==> src/rtl/fusion_pkg.sv <==
// -----------------------------------------------------------------------------
// fusion_pkg
// Shared definitions for the sensor pairing front end of the fusion core:
// the default sample width, the output mask encoding, the paired-beat struct
// and the arbitration select used by sensor_pair_aligner.
// -----------------------------------------------------------------------------
package fusion_pkg;

  localparam int DATA_W = 16;

  // Output mask encoding: bit0 = IMU field valid, bit1 = LiDAR field valid.
  localparam logic [1:0] MASK_NONE  = 2'b00;
  localparam logic [1:0] MASK_IMU   = 2'b01;
  localparam logic [1:0] MASK_LIDAR = 2'b10;
  localparam logic [1:0] MASK_PAIR  = 2'b11;

  typedef struct packed {
    logic [DATA_W-1:0] imu;
    logic [DATA_W-1:0] lidar;
    logic [1:0]        mask;
  } sensor_pair_t;

  // Which FIFO(s) the output stage takes its next beat from.
  typedef enum logic [1:0] {
    SEL_NONE,
    SEL_PAIR,
    SEL_IMU,
    SEL_LIDAR
  } sel_t;

endpackage

==> src/rtl/sensor_pair_aligner_if.sv <==
// -----------------------------------------------------------------------------
// sensor_pair_aligner_if
// Valid/ready output beat between the aligner and the fusion core.
//   out_imu   : paired IMU field (0 when not in mask)
//   out_lidar : paired LiDAR field (0 when not in mask)
//   out_mask  : bit0 = IMU field valid, bit1 = LiDAR field valid
//   out_valid : beat valid, held until accepted
//   out_ready : downstream accept
// master = aligner side, slave = fusion core side.
// -----------------------------------------------------------------------------
interface sensor_pair_aligner_if #(
  parameter int DATA_W = 16
);
  logic [DATA_W-1:0] out_imu;
  logic [DATA_W-1:0] out_lidar;
  logic [1:0]        out_mask;
  logic              out_valid;
  logic              out_ready;

  modport master (
    output out_imu, out_lidar, out_mask, out_valid,
    input  out_ready
  );

  modport slave (
    input  out_imu, out_lidar, out_mask, out_valid,
    output out_ready
  );
endinterface

==> src/rtl/sensor_pair_aligner_fifo.sv <==
// -----------------------------------------------------------------------------
// sample_fifo
// Small synchronous FIFO for one sensor channel. Read data is the current
// head (first-word fall-through). Pointers carry one extra wrap bit so that
// full/empty are told apart by comparing the MSBs.
//   clk, rst : clock, asynchronous active-high reset
//   push     : write din (ignored when full unless popping the same cycle)
//   pop      : drop the head entry (ignored when empty)
//   flush    : empty the FIFO; wins over push/pop
//   din/dout : write data / head data
//   empty    : no entries
//   full     : DEPTH entries
// -----------------------------------------------------------------------------
module sample_fifo #(
  parameter int DATA_W = 16,
  parameter int DEPTH  = 4
) (
  input  logic              clk,
  input  logic              rst,
  input  logic              push,
  input  logic              pop,
  input  logic              flush,
  input  logic [DATA_W-1:0] din,
  output logic [DATA_W-1:0] dout,
  output logic              empty,
  output logic              full
);

  localparam int AW = $clog2(DEPTH);

  logic [DATA_W-1:0] mem [DEPTH];
  logic [AW:0]       wr_ptr;
  logic [AW:0]       rd_ptr;
  logic              do_push;
  logic              do_pop;

  assign empty   = (wr_ptr == rd_ptr);
  assign full    = (wr_ptr[AW] != rd_ptr[AW]) && (wr_ptr[AW-1:0] == rd_ptr[AW-1:0]);
  assign do_pop  = pop & ~empty;
  // A pop in the same cycle frees the slot, so a push on full still succeeds.
  assign do_push = push & (~full | do_pop);
  assign dout    = mem[rd_ptr[AW-1:0]];

  // NOTE: storage has no reset; the pointers alone define which entries are
  // live, and a reset-free array maps onto plain RAM/flops without reset muxes.
  always_ff @(posedge clk) begin
    if (do_push) begin
      mem[wr_ptr[AW-1:0]] <= din;
    end
  end

  // NOTE: state is updated with non-blocking assignments so every register
  // samples pre-edge values regardless of block ordering.
  always_ff @(posedge clk or posedge rst) begin
    if (rst) begin
      wr_ptr <= '0;
      rd_ptr <= '0;
    end else if (flush) begin
      wr_ptr <= '0;
      rd_ptr <= '0;
    end else begin
      if (do_push) wr_ptr <= wr_ptr + 1'b1;
      if (do_pop)  rd_ptr <= rd_ptr + 1'b1;
    end
  end

endmodule

==> src/rtl/sensor_pair_aligner.sv <==
// -----------------------------------------------------------------------------
// sensor_pair_aligner
// Buffers IMU and LiDAR samples in two FIFOs and pairs them into one output
// beat. A head sample that waits TIMEOUT cycles without a partner is sent
// solo with a mask; a channel running alone is sent solo immediately.
//   clk, rst                 : clock, asynchronous active-high reset
//   imu_enable, lidar_enable : channel enables; low flushes that FIFO
//   imu_data/imu_valid       : IMU sample strobe (no backpressure)
//   lidar_data/lidar_valid   : LiDAR sample strobe (no backpressure)
//   out_if (master)          : registered valid/ready output beat
//   imu_drop_cnt             : IMU samples lost to a full FIFO (saturating)
//   lidar_drop_cnt           : LiDAR samples lost to a full FIFO (saturating)
// -----------------------------------------------------------------------------
module sensor_pair_aligner
  import fusion_pkg::*;
#(
  parameter int DATA_W  = fusion_pkg::DATA_W,
  parameter int DEPTH   = 4,
  parameter int TIMEOUT = 64,
  parameter int CNT_W   = 8
) (
  input  logic                  clk,
  input  logic                  rst,
  input  logic                  imu_enable,
  input  logic                  lidar_enable,
  input  logic [DATA_W-1:0]     imu_data,
  input  logic                  imu_valid,
  input  logic [DATA_W-1:0]     lidar_data,
  input  logic                  lidar_valid,
  sensor_pair_aligner_if.master out_if,
  output logic [CNT_W-1:0]      imu_drop_cnt,
  output logic [CNT_W-1:0]      lidar_drop_cnt
);

  localparam int AGE_W = $clog2(TIMEOUT + 1);
  localparam logic [AGE_W-1:0] AGE_MAX = AGE_W'(TIMEOUT);

  logic [DATA_W-1:0] imu_head;
  logic [DATA_W-1:0] lidar_head;
  logic              imu_empty;
  logic              imu_full;
  logic              lidar_empty;
  logic              lidar_full;
  logic              imu_push;
  logic              lidar_push;
  logic              imu_pop;
  logic              lidar_pop;
  logic              imu_drop;
  logic              lidar_drop;
  logic [AGE_W-1:0]  imu_age;
  logic [AGE_W-1:0]  lidar_age;
  sel_t              sel;
  logic              load;

  // ---------------------------------------------------------------------------
  // Write side
  // ---------------------------------------------------------------------------
  assign imu_push   = imu_valid   & imu_enable   & (~imu_full   | imu_pop);
  assign lidar_push = lidar_valid & lidar_enable & (~lidar_full | lidar_pop);
  assign imu_drop   = imu_valid   & imu_enable   & imu_full   & ~imu_pop;
  assign lidar_drop = lidar_valid & lidar_enable & lidar_full & ~lidar_pop;

  sample_fifo #(.DATA_W(DATA_W), .DEPTH(DEPTH)) u_imu_fifo (
    .clk   (clk),
    .rst   (rst),
    .push  (imu_push),
    .pop   (imu_pop),
    .flush (~imu_enable),
    .din   (imu_data),
    .dout  (imu_head),
    .empty (imu_empty),
    .full  (imu_full)
  );

  sample_fifo #(.DATA_W(DATA_W), .DEPTH(DEPTH)) u_lidar_fifo (
    .clk   (clk),
    .rst   (rst),
    .push  (lidar_push),
    .pop   (lidar_pop),
    .flush (~lidar_enable),
    .din   (lidar_data),
    .dout  (lidar_head),
    .empty (lidar_empty),
    .full  (lidar_full)
  );

  // ---------------------------------------------------------------------------
  // Age of each head sample: cycles spent waiting, saturating at TIMEOUT.
  // ---------------------------------------------------------------------------
  function automatic logic [AGE_W-1:0] next_age(input logic [AGE_W-1:0] age,
                                                input logic             clear);
    if (clear)               return '0;
    else if (age == AGE_MAX) return age;
    else                     return age + AGE_W'(1);
  endfunction

  always_ff @(posedge clk or posedge rst) begin
    if (rst) begin
      imu_age   <= '0;
      lidar_age <= '0;
    end else begin
      imu_age   <= next_age(imu_age,   imu_pop   | imu_empty   | ~imu_enable);
      lidar_age <= next_age(lidar_age, lidar_pop | lidar_empty | ~lidar_enable);
    end
  end

  // ---------------------------------------------------------------------------
  // Arbitration: pair first, then a lone enabled channel, then a timed-out head.
  // ---------------------------------------------------------------------------
  // NOTE: sel gets a default before any branch so no path leaves it unassigned,
  // which would otherwise infer a latch.
  always_comb begin
    sel = SEL_NONE;
    if (imu_enable | lidar_enable) begin
      if (!imu_empty && !lidar_empty) begin
        sel = SEL_PAIR;
      end else if (imu_enable && !lidar_enable && !imu_empty) begin
        sel = SEL_IMU;
      end else if (lidar_enable && !imu_enable && !lidar_empty) begin
        sel = SEL_LIDAR;
      end else if (imu_enable && lidar_enable && !imu_empty && imu_age == AGE_MAX) begin
        sel = SEL_IMU;
      end else if (imu_enable && lidar_enable && !lidar_empty && lidar_age == AGE_MAX) begin
        sel = SEL_LIDAR;
      end
    end
  end

  assign load      = (~out_if.out_valid | out_if.out_ready) & (sel != SEL_NONE);
  assign imu_pop   = load & ((sel == SEL_PAIR) | (sel == SEL_IMU));
  assign lidar_pop = load & ((sel == SEL_PAIR) | (sel == SEL_LIDAR));

  // ---------------------------------------------------------------------------
  // Output register: loads only when empty or being accepted, so the payload
  // is frozen while the beat is stalled.
  // ---------------------------------------------------------------------------
  always_ff @(posedge clk or posedge rst) begin
    if (rst) begin
      out_if.out_valid <= 1'b0;
      out_if.out_imu   <= '0;
      out_if.out_lidar <= '0;
      out_if.out_mask  <= MASK_NONE;
    end else if (load) begin
      out_if.out_valid <= 1'b1;
      unique case (sel)
        SEL_PAIR: begin
          out_if.out_imu   <= imu_head;
          out_if.out_lidar <= lidar_head;
          out_if.out_mask  <= MASK_PAIR;
        end
        SEL_IMU: begin
          out_if.out_imu   <= imu_head;
          out_if.out_lidar <= '0;
          out_if.out_mask  <= MASK_IMU;
        end
        default: begin
          out_if.out_imu   <= '0;
          out_if.out_lidar <= lidar_head;
          out_if.out_mask  <= MASK_LIDAR;
        end
      endcase
    end else if (out_if.out_ready) begin
      out_if.out_valid <= 1'b0;
    end
  end

  // ---------------------------------------------------------------------------
  // Saturating drop counters
  // ---------------------------------------------------------------------------
  always_ff @(posedge clk or posedge rst) begin
    if (rst) begin
      imu_drop_cnt   <= '0;
      lidar_drop_cnt <= '0;
    end else begin
      if (imu_drop   && imu_drop_cnt   != '1) imu_drop_cnt   <= imu_drop_cnt   + 1'b1;
      if (lidar_drop && lidar_drop_cnt != '1) lidar_drop_cnt <= lidar_drop_cnt + 1'b1;
    end
  end

endmodule

==> src/flat_wrapper.sv <==
// flat-port wrapper written by rule: the top's interface ports become plain ports
module sensor_pair_aligner_flat import fusion_pkg::*;
#(
  parameter int DATA_W  = fusion_pkg::DATA_W,
  parameter int DEPTH   = 4,
  parameter int TIMEOUT = 64,
  parameter int CNT_W   = 8
)
  (clk, rst, imu_enable, lidar_enable, imu_data, imu_valid, lidar_data, lidar_valid, imu_drop_cnt, lidar_drop_cnt, out_if_out_imu, out_if_out_lidar, out_if_out_mask, out_if_out_valid, out_if_out_ready);
  sensor_pair_aligner_if #(.DATA_W(DATA_W)) out_if_i ();
  input  logic clk;
  input  logic rst;
  input  logic imu_enable;
  input  logic lidar_enable;
  input  logic [DATA_W-1:0] imu_data;
  input  logic imu_valid;
  input  logic [DATA_W-1:0] lidar_data;
  input  logic lidar_valid;
  output logic [CNT_W-1:0] imu_drop_cnt;
  output logic [CNT_W-1:0] lidar_drop_cnt;
  output wire logic [$bits(out_if_i.out_imu)-1:0] out_if_out_imu;
  output wire logic [$bits(out_if_i.out_lidar)-1:0] out_if_out_lidar;
  output wire logic [$bits(out_if_i.out_mask)-1:0] out_if_out_mask;
  output wire logic [$bits(out_if_i.out_valid)-1:0] out_if_out_valid;
  input wire logic [$bits(out_if_i.out_ready)-1:0] out_if_out_ready;
  assign out_if_out_imu = out_if_i.out_imu;
  assign out_if_out_lidar = out_if_i.out_lidar;
  assign out_if_out_mask = out_if_i.out_mask;
  assign out_if_out_valid = out_if_i.out_valid;
  assign out_if_i.out_ready = out_if_out_ready;
  sensor_pair_aligner #(.DATA_W(DATA_W), .DEPTH(DEPTH), .TIMEOUT(TIMEOUT), .CNT_W(CNT_W)) u_core (.clk(clk), .rst(rst), .imu_enable(imu_enable), .lidar_enable(lidar_enable), .imu_data(imu_data), .imu_valid(imu_valid), .lidar_data(lidar_data), .lidar_valid(lidar_valid), .out_if(out_if_i), .imu_drop_cnt(imu_drop_cnt), .lidar_drop_cnt(lidar_drop_cnt));
endmodule
==> config.mk <==
export PLATFORM = sky130hd
export DESIGN_NAME = sensor_pair_aligner_flat
export DESIGN_NICKNAME = d
export VERILOG_FILES = /design/src/rtl/fusion_pkg.sv /design/src/rtl/sensor_pair_aligner_if.sv /design/src/rtl/sensor_pair_aligner_fifo.sv /design/src/rtl/sensor_pair_aligner.sv /design/src/flat_wrapper.sv
export SDC_FILE = /design/constraint.sdc
export NUM_CORES = 1
export LEC_CHECK = 0
export BUFFER_PORTS_ARGS = -buffer_cell sky130_fd_sc_hd__clkbuf_2
export CORE_UTILIZATION = 28
export CTS_BUF_LIST = sky130_fd_sc_hd__clkbuf_8
export DETAILED_ROUTE_END_ITERATION = 6
export HOLD_SLACK_MARGIN = 0.02
export PLACE_DENSITY = 0.47
export SKIP_LAST_GASP = 1
export SYNTH_ARGS = -nofsm -noshare
export SYNTH_HDL_FRONTEND = slang
export SYNTH_SLANG_ARGS = --single-unit
==> constraint.sdc <==
create_clock -name clk -period 2.83 [get_ports clk]
set_input_delay 0.566 -clock clk [delete_from_list [all_inputs] [get_ports clk]]
set_output_delay 0.566 -clock clk [all_outputs]
set_load 0.01 [all_outputs]
# After elaboration in Yosys (flattened, before gate mapping)
# Memory sizes are Yosys's and may differ from the RTL's.
# Cells that the tools add are included.
# W data, S select, Z words.
totals:
  mem_bits_rw: 128
  inputBits: 39
  word_cells: 125
  ff_bits: 77
  n_memories: 2
classes:
  addsub: 8
  n_eq_ne: 19
  bitwise: 36
  mux: 27
  reduce_logical: 21
mem_list:
  columns: ["name", "words", "word_bits", "read_ports", "rd_ports_with_merged_regs", "wr", "line", "rtl"]
  rows:
  - ["u_core.u_imu_fifo.mem", 4, 16, 1, 0, 1, "sensor_pair_aligner_fifo.sv:31", "logic [DATA_W-1:0] mem [DEPTH];"]
  - ["u_core.u_lidar_fifo.mem", 4, 16, 1, 0, 1, "sensor_pair_aligner_fifo.sv:31", null]
op_table:
  columns: ["cell", "count"]
  rows:
  - ["$mux W16", 2]
  - ["$mux W7", 4]
  - ["$mux W3", 8]
  - ["$add A8 B1 Y8 const B", 2]
  - ["$ne A8 B8 Y1 const B", 2]
  - ["$and A1 B1 Y1", 15]
  - ["$add A7 B1 Y7 const B", 2]
  - ["$eq A7 B7 Y1 const B", 2]
  - ["$logic_and A1 B1 Y1", 14]
  - ["$add A3 B1 Y3 const B", 4]
  - ["$mux W2", 6]
  - ["$ne A2 B1 Y1 const B", 6]
  - ["$or A1 B1 Y1", 12]
  - ["$not A1 Y1", 9]
  - ["$eq A3 B3 Y1", 2]
  - ["$mux W1", 6]
  - ["$eq A2 B2 Y1", 2]
  - ["$eq A2 B2 Y1 const B", 2]
  - ["$logic_not A1 Y1", 4]
  - ["$pmux W2 S2", 1]
  - ["$reduce_bool A2 Y1", 2]
  - ["$eq A2 B1 Y1 const B", 1]
  - ["$ne A1 B1 Y1", 2]
  - ["$reduce_or A2 Y1", 1]

# Logic depth before layout (Yosys ltp)
depth:
  depth_word: 18
  mapped_depth: 14

# Cells and area by module
# A second synthesis with hierarchy kept.
unflattened:
  cells_unflattened: 593
  hier_area_um2: 8823.5
by_module_without_submodules:
  columns: ["module", "area_each_um2", "instances", "cells_each"]
  rows:
  - ["sample_fifo", 2875.3, 2, 137]
  - ["sensor_pair_aligner", 3072.9, 1, 319]

# Worst setup path after synthesis
# Ideal clock, no wire load.
synth_path:
  path_kind: "reg-to-reg"
  from: "register u_core.lidar_age[2]"
  to: "memory u_core.u_imu_fifo.mem[0][0], enable pin"
  t_arrival_ns: 2.638
  period_less_slack_ns: 3.012
  path_stages_with_launch: 13
  path_buffers: 2
  slack_ns: -0.182
  setup_time_ns: 0.374
  path_cell_list: "dfrtp_1 nor4b_2 a31o_2 a22oi_4 buf_4 inv_1 nand2_1 ha_1 and3b_1 clkbuf_1 nor2_1 nor2_1 and2_1"
synth_between:
  elab_chain_cells: 16
  elab_cells_between_ends: 21
  cone_classes: "eq/ne: 3; mux: 8; bitwise: 8; reduce/logical: 2"
synth_rtl:
  columns: ["item", "line", "rtl"]
  rows:
  - ["start, declared", "sensor_pair_aligner.sv:51", "logic [AGE_W-1:0] lidar_age;"]
  - ["start signal, assigned", "sensor_pair_aligner.sv:103", "lidar_age <= next_age(lidar_age, lidar_pop | lidar_empty | ~lidar_enable);"]
  - ["$eq A7 B7 Y1 *", "sensor_pair_aligner.sv:123", "end else if (imu_enable && lidar_enable && !lidar_empty && lidar_age == AGE_MAX) begin"]
  - ["$logic_and A1 B1 Y1 *", "sensor_pair_aligner.sv:123", null]
  - ["$mux W2 *", "sensor_pair_aligner.sv:123", null]
  - ["$mux W2 *", "sensor_pair_aligner.sv:121", "end else if (imu_enable && lidar_enable && !imu_empty && imu_age == AGE_MAX) begin"]
  - ["$mux W2 *", "sensor_pair_aligner.sv:119", "end else if (lidar_enable && !imu_enable && !lidar_empty) begin"]
  - ["$mux W2 *", "sensor_pair_aligner.sv:117", "end else if (imu_enable && !lidar_enable && !imu_empty) begin"]
  - ["$mux W2 *", "sensor_pair_aligner.sv:115", "if (!imu_empty && !lidar_empty) begin"]
  - ["$mux W2 *", "sensor_pair_aligner.sv:114", "if (imu_enable | lidar_enable) begin"]
  - ["$eq A2 B1 Y1 (tied with other cells)", "sensor_pair_aligner.sv:130", "assign imu_pop = load & ((sel == SEL_PAIR) | (sel == SEL_IMU));"]
  - ["$or A1 B1 Y1 or $and A1 B1 Y1 (tied branches)", "sensor_pair_aligner.sv:130, sensor_pair_aligner.sv:129", null]
  - ["$and A1 B1 Y1 *", "sensor_pair_aligner.sv:130", null]
  - ["$or A1 B1 Y1 or $and A1 B1 Y1 (tied branches)", "sensor_pair_aligner.sv:58, sensor_pair_aligner_fifo.sv:39", null]
  - ["$and A1 B1 Y1 or $or A1 B1 Y1 (tied branches)", "sensor_pair_aligner.sv:58, sensor_pair_aligner_fifo.sv:41", null]
  - ["$and A1 B1 Y1 *", "sensor_pair_aligner_fifo.sv:41", "assign do_push = push & (~full | do_pop);"]
  - ["$mux W1 *", "sensor_pair_aligner_fifo.sv:47", "if (do_push) begin"]
  - ["$mux W1 (implied by the code) *", "sensor_pair_aligner_fifo.sv:48", "mem[wr_ptr[AW-1:0]] <= din;"]
  - ["end, declared", "sensor_pair_aligner_fifo.sv:31", null]
# Every way passes the cells marked *; elsewhere a longest branch is shown, timed or not.

# Final worst setup path
layout_path:
  from: "register u_core.lidar_age[4]"
  to: "register u_core.imu_drop_cnt[1]"
layout_between:
  elab_chain_cells: 14
  elab_cells_between_ends: 17
  cone_classes: "eq/ne: 3; mux: 6; bitwise: 5; reduce/logical: 3"
layout_rtl:
  columns: ["item", "line", "rtl"]
  rows:
  - ["$eq A7 B7 Y1 *", "sensor_pair_aligner.sv:123", null]
  - ["$logic_and A1 B1 Y1 *", "sensor_pair_aligner.sv:123", null]
  - ["$mux W2 *", "sensor_pair_aligner.sv:123", null]
  - ["$mux W2 *", "sensor_pair_aligner.sv:121", null]
  - ["$mux W2 *", "sensor_pair_aligner.sv:119", null]
  - ["$mux W2 *", "sensor_pair_aligner.sv:117", null]
  - ["$mux W2 *", "sensor_pair_aligner.sv:115", null]
  - ["$mux W2 *", "sensor_pair_aligner.sv:114", null]
  - ["$eq A2 B1 Y1 (tied with other cells)", "sensor_pair_aligner.sv:130", null]
  - ["$or A1 B1 Y1 or $and A1 B1 Y1 (tied branches)", "sensor_pair_aligner.sv:130, sensor_pair_aligner.sv:129", null]
  - ["$and A1 B1 Y1 *", "sensor_pair_aligner.sv:130", null]
  - ["$not A1 Y1 *", "sensor_pair_aligner.sv:60", "assign imu_drop = imu_valid & imu_enable & imu_full & ~imu_pop;"]
  - ["$and A1 B1 Y1 *", "sensor_pair_aligner.sv:60", null]
  - ["$logic_and A1 B1 Y1 *", "sensor_pair_aligner.sv:175", "if (imu_drop && imu_drop_cnt != '1) imu_drop_cnt <= imu_drop_cnt + 1'b1;"]
  - ["end signal, assigned", "sensor_pair_aligner.sv:175", null]
  - ["end, declared", "sensor_pair_aligner.sv:31", "output logic [CNT_W-1:0] imu_drop_cnt,"]
# Marked as above.
# A chain may end at the register's enable or synchronous reset.

==> results.sh <==
export IMPL_viasPerCell=4.55
export IMPL_grt_pass1_wl_um=27900
export IMPL_yosysTopAreaCell="edfxtp_1"
export IMPL_syn_mean_instance_area_um2=16.9
export IMPL_grt_max_degree=78
export IMPL_end_kind="register"
export IMPL_max_freq_mhz=374
export IMPL_min_period_ns=2.68
export IMPL_fin_crit_sh=0.945
export IMPL_worstHoldPathType="in2async"
export IMPL_syn_to_final_growth_pct=25.0
export IMPL_clockRootBuffer="clkbuf_8"
export IMPL_core_area_um2=28900
export IMPL_gp_congestion=0.747
export IMPL_cp_arrival_ns=3.05
export IMPL_peakVddDrop_v=0.000236
export IMPL_die_y_um=174
export IMPL_post_dp_hpwl_um=11100
export IMPL_startpoint="u_core.lidar_age[4]"
export IMPL_dieArea_um2=30300
export IMPL_grt_pass1_vias=5070
export IMPL_synth_most_common_cell="edfxtp_1"
export IMPL_synth_top_area_share=0.464
export IMPL_path_clk_slew_ns=0.06
export IMPL_io_buffers=89
export IMPL_placedCellCount=972
export IMPL_cts_tree="yes"
export IMPL_timing_slew_headroom=0.679
export IMPL_finClkSkew_ns=0.0315
export IMPL_synth_top_cells_by_area="edfxtp_1 (46%), dfrtp_1 (23%), mux4_2 (8.7%)"
export IMPL_top_level_ports=90
export IMPL_post_route_drc_count=0
export IMPL_cts_buffers=37
export IMPL_seqCellArea_um2=5770
export IMPL_hold_viol_final=0
export IMPL_instances_no_fill=1049
export IMPL_powerDensity_nw_per_um2=788
export IMPL_maxCapViolCount=0
export IMPL_ant_nets=0
export IMPL_grt_overflow_total=0
export IMPL_rsz0062_at_grt="yes"
export IMPL_wl_um=17600
export IMPL_synth_warnings=0
export IMPL_finalPower_mw=8.16
export IMPL_syn_inst=490
export IMPL_wl_per_cell_um=16.8
export IMPL_nets=696
export IMPL_setup_viol_count_final=0
export IMPL_synth_seq_area_share=0.696
export IMPL_first_pass_iters=4
export IMPL_status="complete, no violations"
export IMPL_synth_cell_types=47
export IMPL_synth_ff_type="edfxtp_1"
export IMPL_synth_common_cells="edfxtp_1 (128), dfrtp_1 (77), a22o_1 (32), mux4_2 (32), nor2_1 (28)"
export IMPL_antenna_cells=0
export IMPL_synth_fp_nets=547
export IMPL_num_rows=62
export IMPL_ys_async_sr_fraction=0.376
export IMPL_start_util=0.286
export IMPL_final_layout_size_suffix_gt1_frac=0.365
export IMPL_ctsHoldBuffers=0
export IMPL_timing_rr_start="u_core.lidar_age[4]"
export IMPL_clk_path_buf_depth=3
export IMPL_die_w_um=174
export IMPL_track_usage=0.119
export IMPL_place_ws_ns=-0.0307
export IMPL_cts_sinks=205
export IMPL_vias=4772
export IMPL_h_tree_depth=2
export IMPL_drt_initial_drc_count=187
export IMPL_worst_pin_slew_ns=0.476
export IMPL_start_kind="register"
export IMPL_worstSetupPathType="reg2reg"
export IMPL_synth_edf_count=128
export IMPL_multi_input_area_um2=2410
export IMPL_netlist_area_um2=8290
export IMPL_slew_violations=0
export IMPL_ys_ff_latch=205
export IMPL_critical_path_required_ns=3.20
export IMPL_antenna_found_initial=0
export IMPL_worst_path_max_fanout=8
export IMPL_setup_ws_ns=0.154
export IMPL_clk_latency_ns=0.52
export IMPL_fill_cells=2740
export IMPL_leakagePower_nw=4.08
[per-stage QoR]
step | util | TNS, ns | hold slack (ns) | area [um^2]
global placement | 0.324 | 0 | 0.461 | 9380
finish | 0.358 | 0 | 0.132 | 10400
CTS | 0.355 | 0 | 0.142 | 10300
detailed placement | 0.324 | -0.0307 | 0.476 | 9380
floorplan | - | -0.199 | 0.468 | 8290
global route | 0.358 | -0.0231 | 0.174 | 10400
[flip-flops by register name (all words and copies together), names as in the netlist, 7 cells and up]
name                     cells
u_core.u_imu_fifo.mem       64
u_core.u_lidar_fifo.mem     64
u_core.out_if.out_imu       16
u_core.out_if.out_lidar     16
u_core.imu_drop_cnt          8
u_core.lidar_drop_cnt        8
u_core.imu_age               7
u_core.lidar_age             7
[worst paths after layout]
kind                                                  to  slack, ns  depth (start not counted)
hold / removal                       u_core.lidar_age[5]       0.13                          3
min in group clk           u_core.u_lidar_fifo.mem[3][4]       0.27                          1
max in group asynchronous         u_core.imu_drop_cnt[7]       2.32                          3
setup / recovery                  u_core.imu_drop_cnt[1]       0.15                         10
setup reg to reg                  u_core.imu_drop_cnt[1]       0.15                         10
hold reg to reg                u_core.out_if.out_mask[1]       0.49                          1
[where the power goes]
part | switching, mW | internal (mW) | leakage (nW)
registers | 0.209 | 3.52 | 2.19
logic | 0.713 | 0.623 | 1.44
clock network | 1.21 | 1.89 | 0.448
total | 2.14 | 6.03 | 4.08
[kinds of logic (layout without fill, tap and decap cells)]
logic type,Yosys count,after routing,share of synthesized area
xor gates and xnor gates,34,34,0.0377
AOI/OAI and AO/OA,59,59,0.0563
adders and majority gates,18,18,0.0272
muxes,40,40,0.0972
and+or+nand+nor,98,98,0.0652
DFF,205,205,0.696
buffers and inverters,36,211,0.0202
[critical path, stage by stage, from the launching register on]
cell	delay, ns
dfrtp_1	0.40
nor4b_4	0.31
a31o_2	0.25
nand3_2	0.09
o22a_1	0.17
ha_1	0.27
and3b_2	0.23
buf_4	0.16
nor4_4	0.19
buf_6	0.18
mux2_4	0.30
[cell type report]
cell class / count / area share
well taps: 384 / 0.0464
repair buffers: 129 / 0.0776
clock inverters: 24 / 0.0254
clock buffers: 41 / 0.0545
inverters: 17 / 0.00628
multi-input cells: 249 / 0.233
flip-flops and latches: 205 / 0.557
[per-layer routing]
metal	vias up	part of all wire	global-route usage
met5	-	0	0
met4	0	0.030	0.0523
met3	36	0.051	0.0300
met2	109	0.49	0.194
met1	2451	0.43	0.151
li1	2176	-	-
[what timing repair did]
| item | 4_1_cts | 5_1_grt |
|---|---|---|
| resized for setup | 5 | 7 |
| buffers inserted | 5 | 7 |
| pin swaps | 5 | 6 |
| hold endpoints to repair | 0 | 0 |
| setup endpoints to repair | 49 | 71 |
[cell usage in the layout (no fill, tap or decap), types with 5 or more instances in the layout]
cell type / netlist / final
mux4_2: 32 / 32
a21oi_1: 8 / 7
bufinv_16: 0 / 6
xor2_1: 9 / 9
clkinv_2: 0 / 9
edfxtp_1: 128 / 128
o21ai_0: 5 / 5
and3_1: 6 / 6
nand4_1: 5 / 5
nand2_1: 19 / 19
clkbuf_2: 0 / 89
clkbuf_8: 0 / 41
xnor2_1: 23 / 22
ha_1: 18 / 18
inv_1: 17 / 21
dfrtp_1: 77 / 75
nor2_1: 28 / 27
nand3_1: 15 / 14
a22o_1: 32 / 32
buf_4: 1 / 34
Power figures use the tool's default switching activity.
